## config.mk

```make
export PLATFORM = sky130hd
export DESIGN_NAME = apb_slave_regfile
export DESIGN_NICKNAME = d
export VERILOG_FILES = /design/src/rtl/apb_slave_regfile_pkg.sv /design/src/rtl/apb_slave_regfile_addr_decode.sv /design/src/rtl/apb_slave_regfile.sv
export SDC_FILE = /design/constraint.sdc
export NUM_CORES = 2
export LEC_CHECK = 0
export BUFFER_PORTS_ARGS = -buffer_cell sky130_fd_sc_hd__buf_2
export CAP_MARGIN = 30
export CORE_AREA = 2 2 441 443
export DETAILED_ROUTE_END_ITERATION = 10
export DIE_AREA = 0 0 443 445
export MAX_ROUTING_LAYER = met4
export PLACE_DENSITY = 0.56
export SKIP_CTS_REPAIR_TIMING = 1
export SLEW_MARGIN = 20
export SYNTH_ARGS = -nofsm -noshare
export SYNTH_HDL_FRONTEND = slang
export SYNTH_HIERARCHICAL = 1
export SYNTH_SLANG_ARGS = --single-unit
```

## constraint.sdc

```tcl
create_clock -name pclk -period 3.4 [get_ports pclk]
set_clock_uncertainty 0.15 [all_clocks]
set_input_delay 0.34 -clock pclk [delete_from_list [all_inputs] [get_ports pclk]]
set_output_delay 0.34 -clock pclk [all_outputs]
set_load 0.1 [all_outputs]
```

## src/rtl/apb_slave_regfile_pkg.sv

```systemverilog
// Shared definitions for the APB register-file completer: FSM states,
// pprot bit positions and geometry helpers.
package apb_pkg;

  typedef enum logic [0:0] {
    ST_IDLE   = 1'b0,
    ST_ACCESS = 1'b1
  } apb_state_e;

  localparam int PPROT_PRIV_BIT  = 0;
  localparam int PPROT_NSEC_BIT  = 1;
  localparam int PPROT_INSTR_BIT = 2;

  // Byte-offset bits below the register index.
  function automatic int lsb_of(input int data_width);
    return $clog2(data_width / 8);
  endfunction

  function automatic int idx_width(input int depth);
    return (depth < 2) ? 1 : $clog2(depth);
  endfunction

endpackage

```

## src/rtl/apb_slave_regfile_addr_decode.sv

```systemverilog
// Combinational address decode: maps a byte address to a register index and
// flags out-of-window, misaligned, read-only and privilege violations.
module apb_addr_decode
  import apb_pkg::*;
#(
  parameter int                    ADDR_WIDTH = 32,
  parameter int                    DATA_WIDTH = 32,
  parameter int                    DEPTH      = 32,
  parameter logic [ADDR_WIDTH-1:0] BASE_ADDR  = '0,
  parameter logic [DEPTH-1:0]      RO_MASK    = '0,
  parameter bit                    PROT_CHECK = 1'b0,
  localparam int                   IDX_W      = idx_width(DEPTH)
) (
  input  logic [ADDR_WIDTH-1:0] paddr,
  input  logic                  pwrite,
  input  logic [2:0]            pprot,
  output logic [IDX_W-1:0]      index,
  output logic                  err
);

  localparam int                    LSB        = lsb_of(DATA_WIDTH);
  localparam logic [ADDR_WIDTH-1:0] SPAN       = ADDR_WIDTH'(DEPTH * (DATA_WIDTH / 8));
  localparam logic [ADDR_WIDTH-1:0] ALIGN_MASK = ADDR_WIDTH'((DATA_WIDTH / 8) - 1);

  logic [ADDR_WIDTH-1:0] off_s;
  logic                  below_s;
  logic                  range_s;
  logic                  misalign_s;
  logic                  ro_s;
  logic                  prot_s;
  logic                  unused_s;

  // Offset arithmetic and the individual error causes.
  always_comb begin
    off_s      = paddr - BASE_ADDR;
    below_s    = (paddr < BASE_ADDR);
    range_s    = (off_s >= SPAN);
    misalign_s = |(off_s & ALIGN_MASK);
    index      = off_s[LSB +: IDX_W];
    ro_s       = pwrite & RO_MASK[index];
    prot_s     = PROT_CHECK & pwrite & ~pprot[PPROT_PRIV_BIT];
    err        = below_s | range_s | misalign_s | ro_s | prot_s;
  end

  assign unused_s = ^{pprot, off_s};

endmodule

```

## src/rtl/apb_slave_regfile.sv

```systemverilog
// APB4 completer exposing a DEPTH-entry register file with byte strobes,
// fixed wait states, read-only masking and slave-error responses.
module apb_slave_regfile
  import apb_pkg::*;
#(
  parameter int                    ADDR_WIDTH  = 32,
  parameter int                    DATA_WIDTH  = 32,
  parameter int                    DEPTH       = 32,
  parameter logic [ADDR_WIDTH-1:0] BASE_ADDR   = '0,
  parameter int                    WAIT_STATES = 0,
  parameter logic [DEPTH-1:0]      RO_MASK     = '0,
  parameter bit                    PROT_CHECK  = 1'b0
) (
  input  logic                        pclk,
  input  logic                        preset,
  input  logic                        psel,
  input  logic                        penable,
  input  logic                        pwrite,
  input  logic [ADDR_WIDTH-1:0]       paddr,
  input  logic [2:0]                  pprot,
  input  logic [DATA_WIDTH-1:0]       pwdata,
  input  logic [DATA_WIDTH/8-1:0]     pstrb,
  output logic [DATA_WIDTH-1:0]       prdata,
  output logic                        pready,
  output logic                        pslverr,
  output logic [DEPTH*DATA_WIDTH-1:0] regs
);

  localparam int IDX_W = idx_width(DEPTH);
  localparam int NB    = DATA_WIDTH / 8;

  apb_state_e            state_q, state_d;
  logic [3:0]            cnt_q, cnt_d;
  logic [IDX_W-1:0]      idx_q, idx_d;
  logic                  err_q, err_d;
  logic                  wr_q, wr_d;
  logic [DATA_WIDTH-1:0] prdata_q, prdata_d;
  logic [DATA_WIDTH-1:0] regs_q [DEPTH];
  logic [DATA_WIDTH-1:0] regs_d [DEPTH];

  logic [IDX_W-1:0]      dec_idx_s;
  logic                  dec_err_s;
  logic                  complete_s;
  logic                  wr_fire_s;

  function automatic logic [DATA_WIDTH-1:0] strobe_merge(
    input logic [DATA_WIDTH-1:0] old_val,
    input logic [DATA_WIDTH-1:0] wdata,
    input logic [NB-1:0]         strb
  );
    logic [DATA_WIDTH-1:0] res;
    res = old_val;
    for (int b = 0; b < NB; b++) begin
      if (strb[b]) begin
        res[b*8 +: 8] = wdata[b*8 +: 8];
      end else begin
        res[b*8 +: 8] = old_val[b*8 +: 8];
      end
    end
    return res;
  endfunction

  apb_addr_decode #(
    .ADDR_WIDTH (ADDR_WIDTH),
    .DATA_WIDTH (DATA_WIDTH),
    .DEPTH      (DEPTH),
    .BASE_ADDR  (BASE_ADDR),
    .RO_MASK    (RO_MASK),
    .PROT_CHECK (PROT_CHECK)
  ) u_decode (
    .paddr  (paddr),
    .pwrite (pwrite),
    .pprot  (pprot),
    .index  (dec_idx_s),
    .err    (dec_err_s)
  );

  // pready depends only on flops, never on the incoming bus signals.
  assign pready     = (state_q == ST_ACCESS) && (cnt_q == 4'd0);
  assign pslverr    = err_q & pready;
  assign prdata     = prdata_q;
  assign complete_s = psel & penable & pready;
  assign wr_fire_s  = complete_s & wr_q & ~err_q;

  // Transfer sequencing: setup latches decode and read data, access counts down.
  always_comb begin
    state_d  = state_q;
    cnt_d    = cnt_q;
    idx_d    = idx_q;
    err_d    = err_q;
    wr_d     = wr_q;
    prdata_d = prdata_q;
    case (state_q)
      ST_IDLE: begin
        if (psel && !penable) begin
          state_d = ST_ACCESS;
          cnt_d   = 4'(WAIT_STATES);
          idx_d   = dec_idx_s;
          err_d   = dec_err_s;
          wr_d    = pwrite;
          if (!pwrite && !dec_err_s) begin
            prdata_d = regs_q[dec_idx_s];
          end else begin
            prdata_d = '0;
          end
        end else begin
          state_d = ST_IDLE;
        end
      end
      ST_ACCESS: begin
        if (!psel) begin
          state_d = ST_IDLE;
        end else if (penable) begin
          if (cnt_q != 4'd0) begin
            cnt_d = cnt_q - 4'd1;
          end else begin
            state_d = ST_IDLE;
          end
        end else begin
          state_d = ST_ACCESS;
        end
      end
      default: begin
        state_d = ST_IDLE;
        cnt_d   = 4'd0;
      end
    endcase
  end

  // Byte-strobed update of the addressed register on a clean write completion.
  always_comb begin
    for (int i = 0; i < DEPTH; i++) begin
      regs_d[i] = regs_q[i];
    end
    if (wr_fire_s) begin
      regs_d[idx_q] = strobe_merge(regs_q[idx_q], pwdata, pstrb);
    end else begin
      regs_d[idx_q] = regs_q[idx_q];
    end
  end

  // Control and read-data flops.
  always_ff @(posedge pclk or negedge preset) begin
    if (!preset) begin
      state_q  <= ST_IDLE;
      cnt_q    <= 4'd0;
      idx_q    <= '0;
      err_q    <= 1'b0;
      wr_q     <= 1'b0;
      prdata_q <= '0;
    end else begin
      state_q  <= state_d;
      cnt_q    <= cnt_d;
      idx_q    <= idx_d;
      err_q    <= err_d;
      wr_q     <= wr_d;
      prdata_q <= prdata_d;
    end
  end

  // Register array storage.
  always_ff @(posedge pclk or negedge preset) begin
    if (!preset) begin
      for (int i = 0; i < DEPTH; i++) begin
        regs_q[i] <= '0;
      end
    end else begin
      for (int i = 0; i < DEPTH; i++) begin
        regs_q[i] <= regs_d[i];
      end
    end
  end

  for (genvar g = 0; g < DEPTH; g++) begin : g_regs_out
    assign regs[g*DATA_WIDTH +: DATA_WIDTH] = regs_q[g];
  end

endmodule

```

==> flow_metrics.env <==
export IMPL_status="finished clean"
export IMPL_design_core_area_um2=192000
export IMPL_overflow=0
export IMPL_clkTransAtPathRegs_ns=0.06
export IMPL_die_w_um=443
export IMPL_finalSetupViolCount=0
export IMPL_async_flop_share_pct=100
export IMPL_syn_inst=4269
export IMPL_vias_per_cell=6.08
export IMPL_critPathKind="flip-flop to flip-flop"
export IMPL_critical_path_max_fanout=32
export IMPL_synthFlopType="dfrtp_1"
export IMPL_synth_top_area_cell="dfrtp_1"
export IMPL_rsz0062_at_grt="yes"
export IMPL_drv_slew=0
export IMPL_drc=0
export IMPL_cts_root_buf="clkbuf_16"
export IMPL_fin_crit_sh_pct=98.6
export IMPL_fin_crit_ns=3.35
export IMPL_final_common_cell="buf_2"
export IMPL_wl_um=326000
export IMPL_reg2reg_depth=7
export IMPL_synth_edf_count=0
export IMPL_hold_start="pwdata[29]"
export IMPL_ios=1134
export IMPL_max_cap_viol_count=0
export IMPL_synth_top_cell_area_share_pct=46.8
export IMPL_grt_total_usage_pct=32.8
export IMPL_numCtsBuffers=130
export IMPL_ys_ff_latch=1068
export IMPL_cts_htree_levels=4
export IMPL_required_ns=4.00
export IMPL_area_growth_syn_to_layout_pct=26.4
export IMPL_drtPass1Iterations=5
export IMPL_dieArea_um2=197000
export IMPL_port_buffers=1130
export IMPL_nets=5463
export IMPL_cts_sinks=1068
export IMPL_rows=161
export IMPL_ys_types=52
export IMPL_reg2reg_from="idx_q[4]"
export IMPL_clockBufferDepth=3
export IMPL_critPathLaunchType="flip-flop"
export IMPL_synth_area_per_cell_um2=13.4
export IMPL_drive_above_1_share_pct=55.1
export IMPL_cp_arrival_ns=3.95
export IMPL_first_iter_violations=5560
export IMPL_syn_nets=4346
export IMPL_start_util_pct=29.7
export IMPL_vias=48800
export IMPL_cts_tree="yes"
export IMPL_hold_viol_final=0
export IMPL_antenna_found_initial=24
export IMPL_wl_per_cell_um=40.7
export IMPL_holdPathEnd="regs[605]"
export IMPL_ys_warn_count=6
export IMPL_layout_common_cells="1,125 x buf_2, 1,108 x mux2_2, 1,065 x dfrtp_1, 610 x mux2i_1, 350 x o22ai_1"
export IMPL_holdPathStages=5
export IMPL_fin_util_pct=37.6
export IMPL_grt_pass1_vias=47300
export IMPL_end_kind="flip-flop"
export IMPL_synth_seq_area_share_pct=46.8
export IMPL_worst_slew_pin_slew_ns=1.03
export IMPL_synth_area_top_cells="dfrtp_1 47%, mux2_2 22%, mux2i_1 11%, mux4_2 6.3%, o22ai_1 3.8%"
export IMPL_synth_area_um2=57100
export IMPL_rrSetupSlack_ns=0.05
export IMPL_grt_pass1_wl_um=431000
export IMPL_r2r_end="regs[112]"
export IMPL_fp_dieH_um=445
export IMPL_grt_max_degree=106
export IMPL_max_slew_margin_pct=31.5
export IMPL_globalplace_congestion=0.970
export IMPL_min_path_type="input pin to flip-flop"
export IMPL_post_place_cells=7764
export IMPL_ant_nets=0
export IMPL_max_freq_ghz=0.298
export IMPL_dp_hpwl_um=223000
export IMPL_final_cell_count_no_fill=8015
export IMPL_clk_insertion_delay_late_ns=0.82
## worst max-delay path, stage by stage (launching register included)
cell and delay, ns:
dfrtp_1 0.69, buf_4 0.26, nand4_1 0.31, buf_12 0.29
o22ai_1 0.29, nor4_2 0.12, a31oi_4 0.78, mux2_2 0.30
## routing by layer
| layer | wire, µm | global-route usage, % |
|---|---|---|
| met1 | 127000 | 40.5 |
| met2 | 144000 | 47.9 |
| met3 | 29800 | 7.96 |
| met4 | 25500 | 21.4 |
| met5 | 0 | - |
## cell usage after synthesis (8+ instances only)
library cell     n
dfrtp_1       1068
a31oi_4         20
clkbuf_1       174
buf_4           46
nor3_1          42
a31oi_2          8
mux2_1          17
a211oi_1        31
nand3_1         41
mux4_2         160
mux2_2        1108
a22oi_1         32
mux2i_1        610
nor4_1          36
nand4bb_1        8
nand2_1         83
buf_6           15
o31ai_1         31
nor2b_1         35
nor2_1          55
buf_2          201
o22ai_1        350
nor4_2          32
## flip-flops by register name, summed over array words and instances (netlist names)
register and count:
cnt_q 4, err_q 1, idx_q 5, prdata 32, regs 1024, state_q 1
wr_q 1
## kinds of logic (layout without fill, tap and decap cells)
logic type	after synthesis	count (layout)	share of synthesized area, %
flip-flops	1068	1068	46.8
buffers and inverters	447	1652	3.88
adder cells (fa/ha/maj)	1	1	0.0219
AND/OR/NAND/NOR	364	364	3.72
multiplexers	1895	1895	39.2
other	0	9	0
AO/OA/AOI/OAI	494	500	6.38
## worst max-delay path by stage
stage / from / end / slack [ns] / cells past startpoint
after floorplan: cnt_q[0] / regs[686] / 0.50 / 9
final: idx_q[4] / regs[112] / 0.05 / 7
after detailed placement: idx_q[1] / regs[816] / 0.06 / 8
after CTS: idx_q[0] / regs[673] / -0.008 / 7
after global placement: idx_q[1] / regs[368] / 0.09 / 8
after global routing: idx_q[1] / regs[816] / -0.02 / 8
## area by class of cell
cell class              instances  area (µm²)
inverters                       5        18.8
flip-flops and latches       1068       26700
repair buffers               1421        9210
clock buffers                 175        3640
fillers                     18700      120000
clock inverters                51         597
multi-input cells            2760       28800
diodes                          9        22.5
well taps                    2526        3160
## through the flow
stage / setup TNS, ns / area [µm²] / setup slack [ns] / hold WS [ns]
after detailed placement: 0 / 67600 / 0.0557 / 0.323
after floorplan: 0 / 57100 / 0.503 / -0.106
after CTS: -0.00796 / 71900 / -0.00796 / -0.566
after global routing: -0.0874 / 72200 / -0.0166 / 0.0158
final: 0 / 72200 / 0.0486 / 0.0278
after global placement: 0 / 67600 / 0.0904 / 0.320
Power is left out: the tool's default activity adds up to more than one toggle a clock period on the data nets, which glitch-free logic cannot reach.
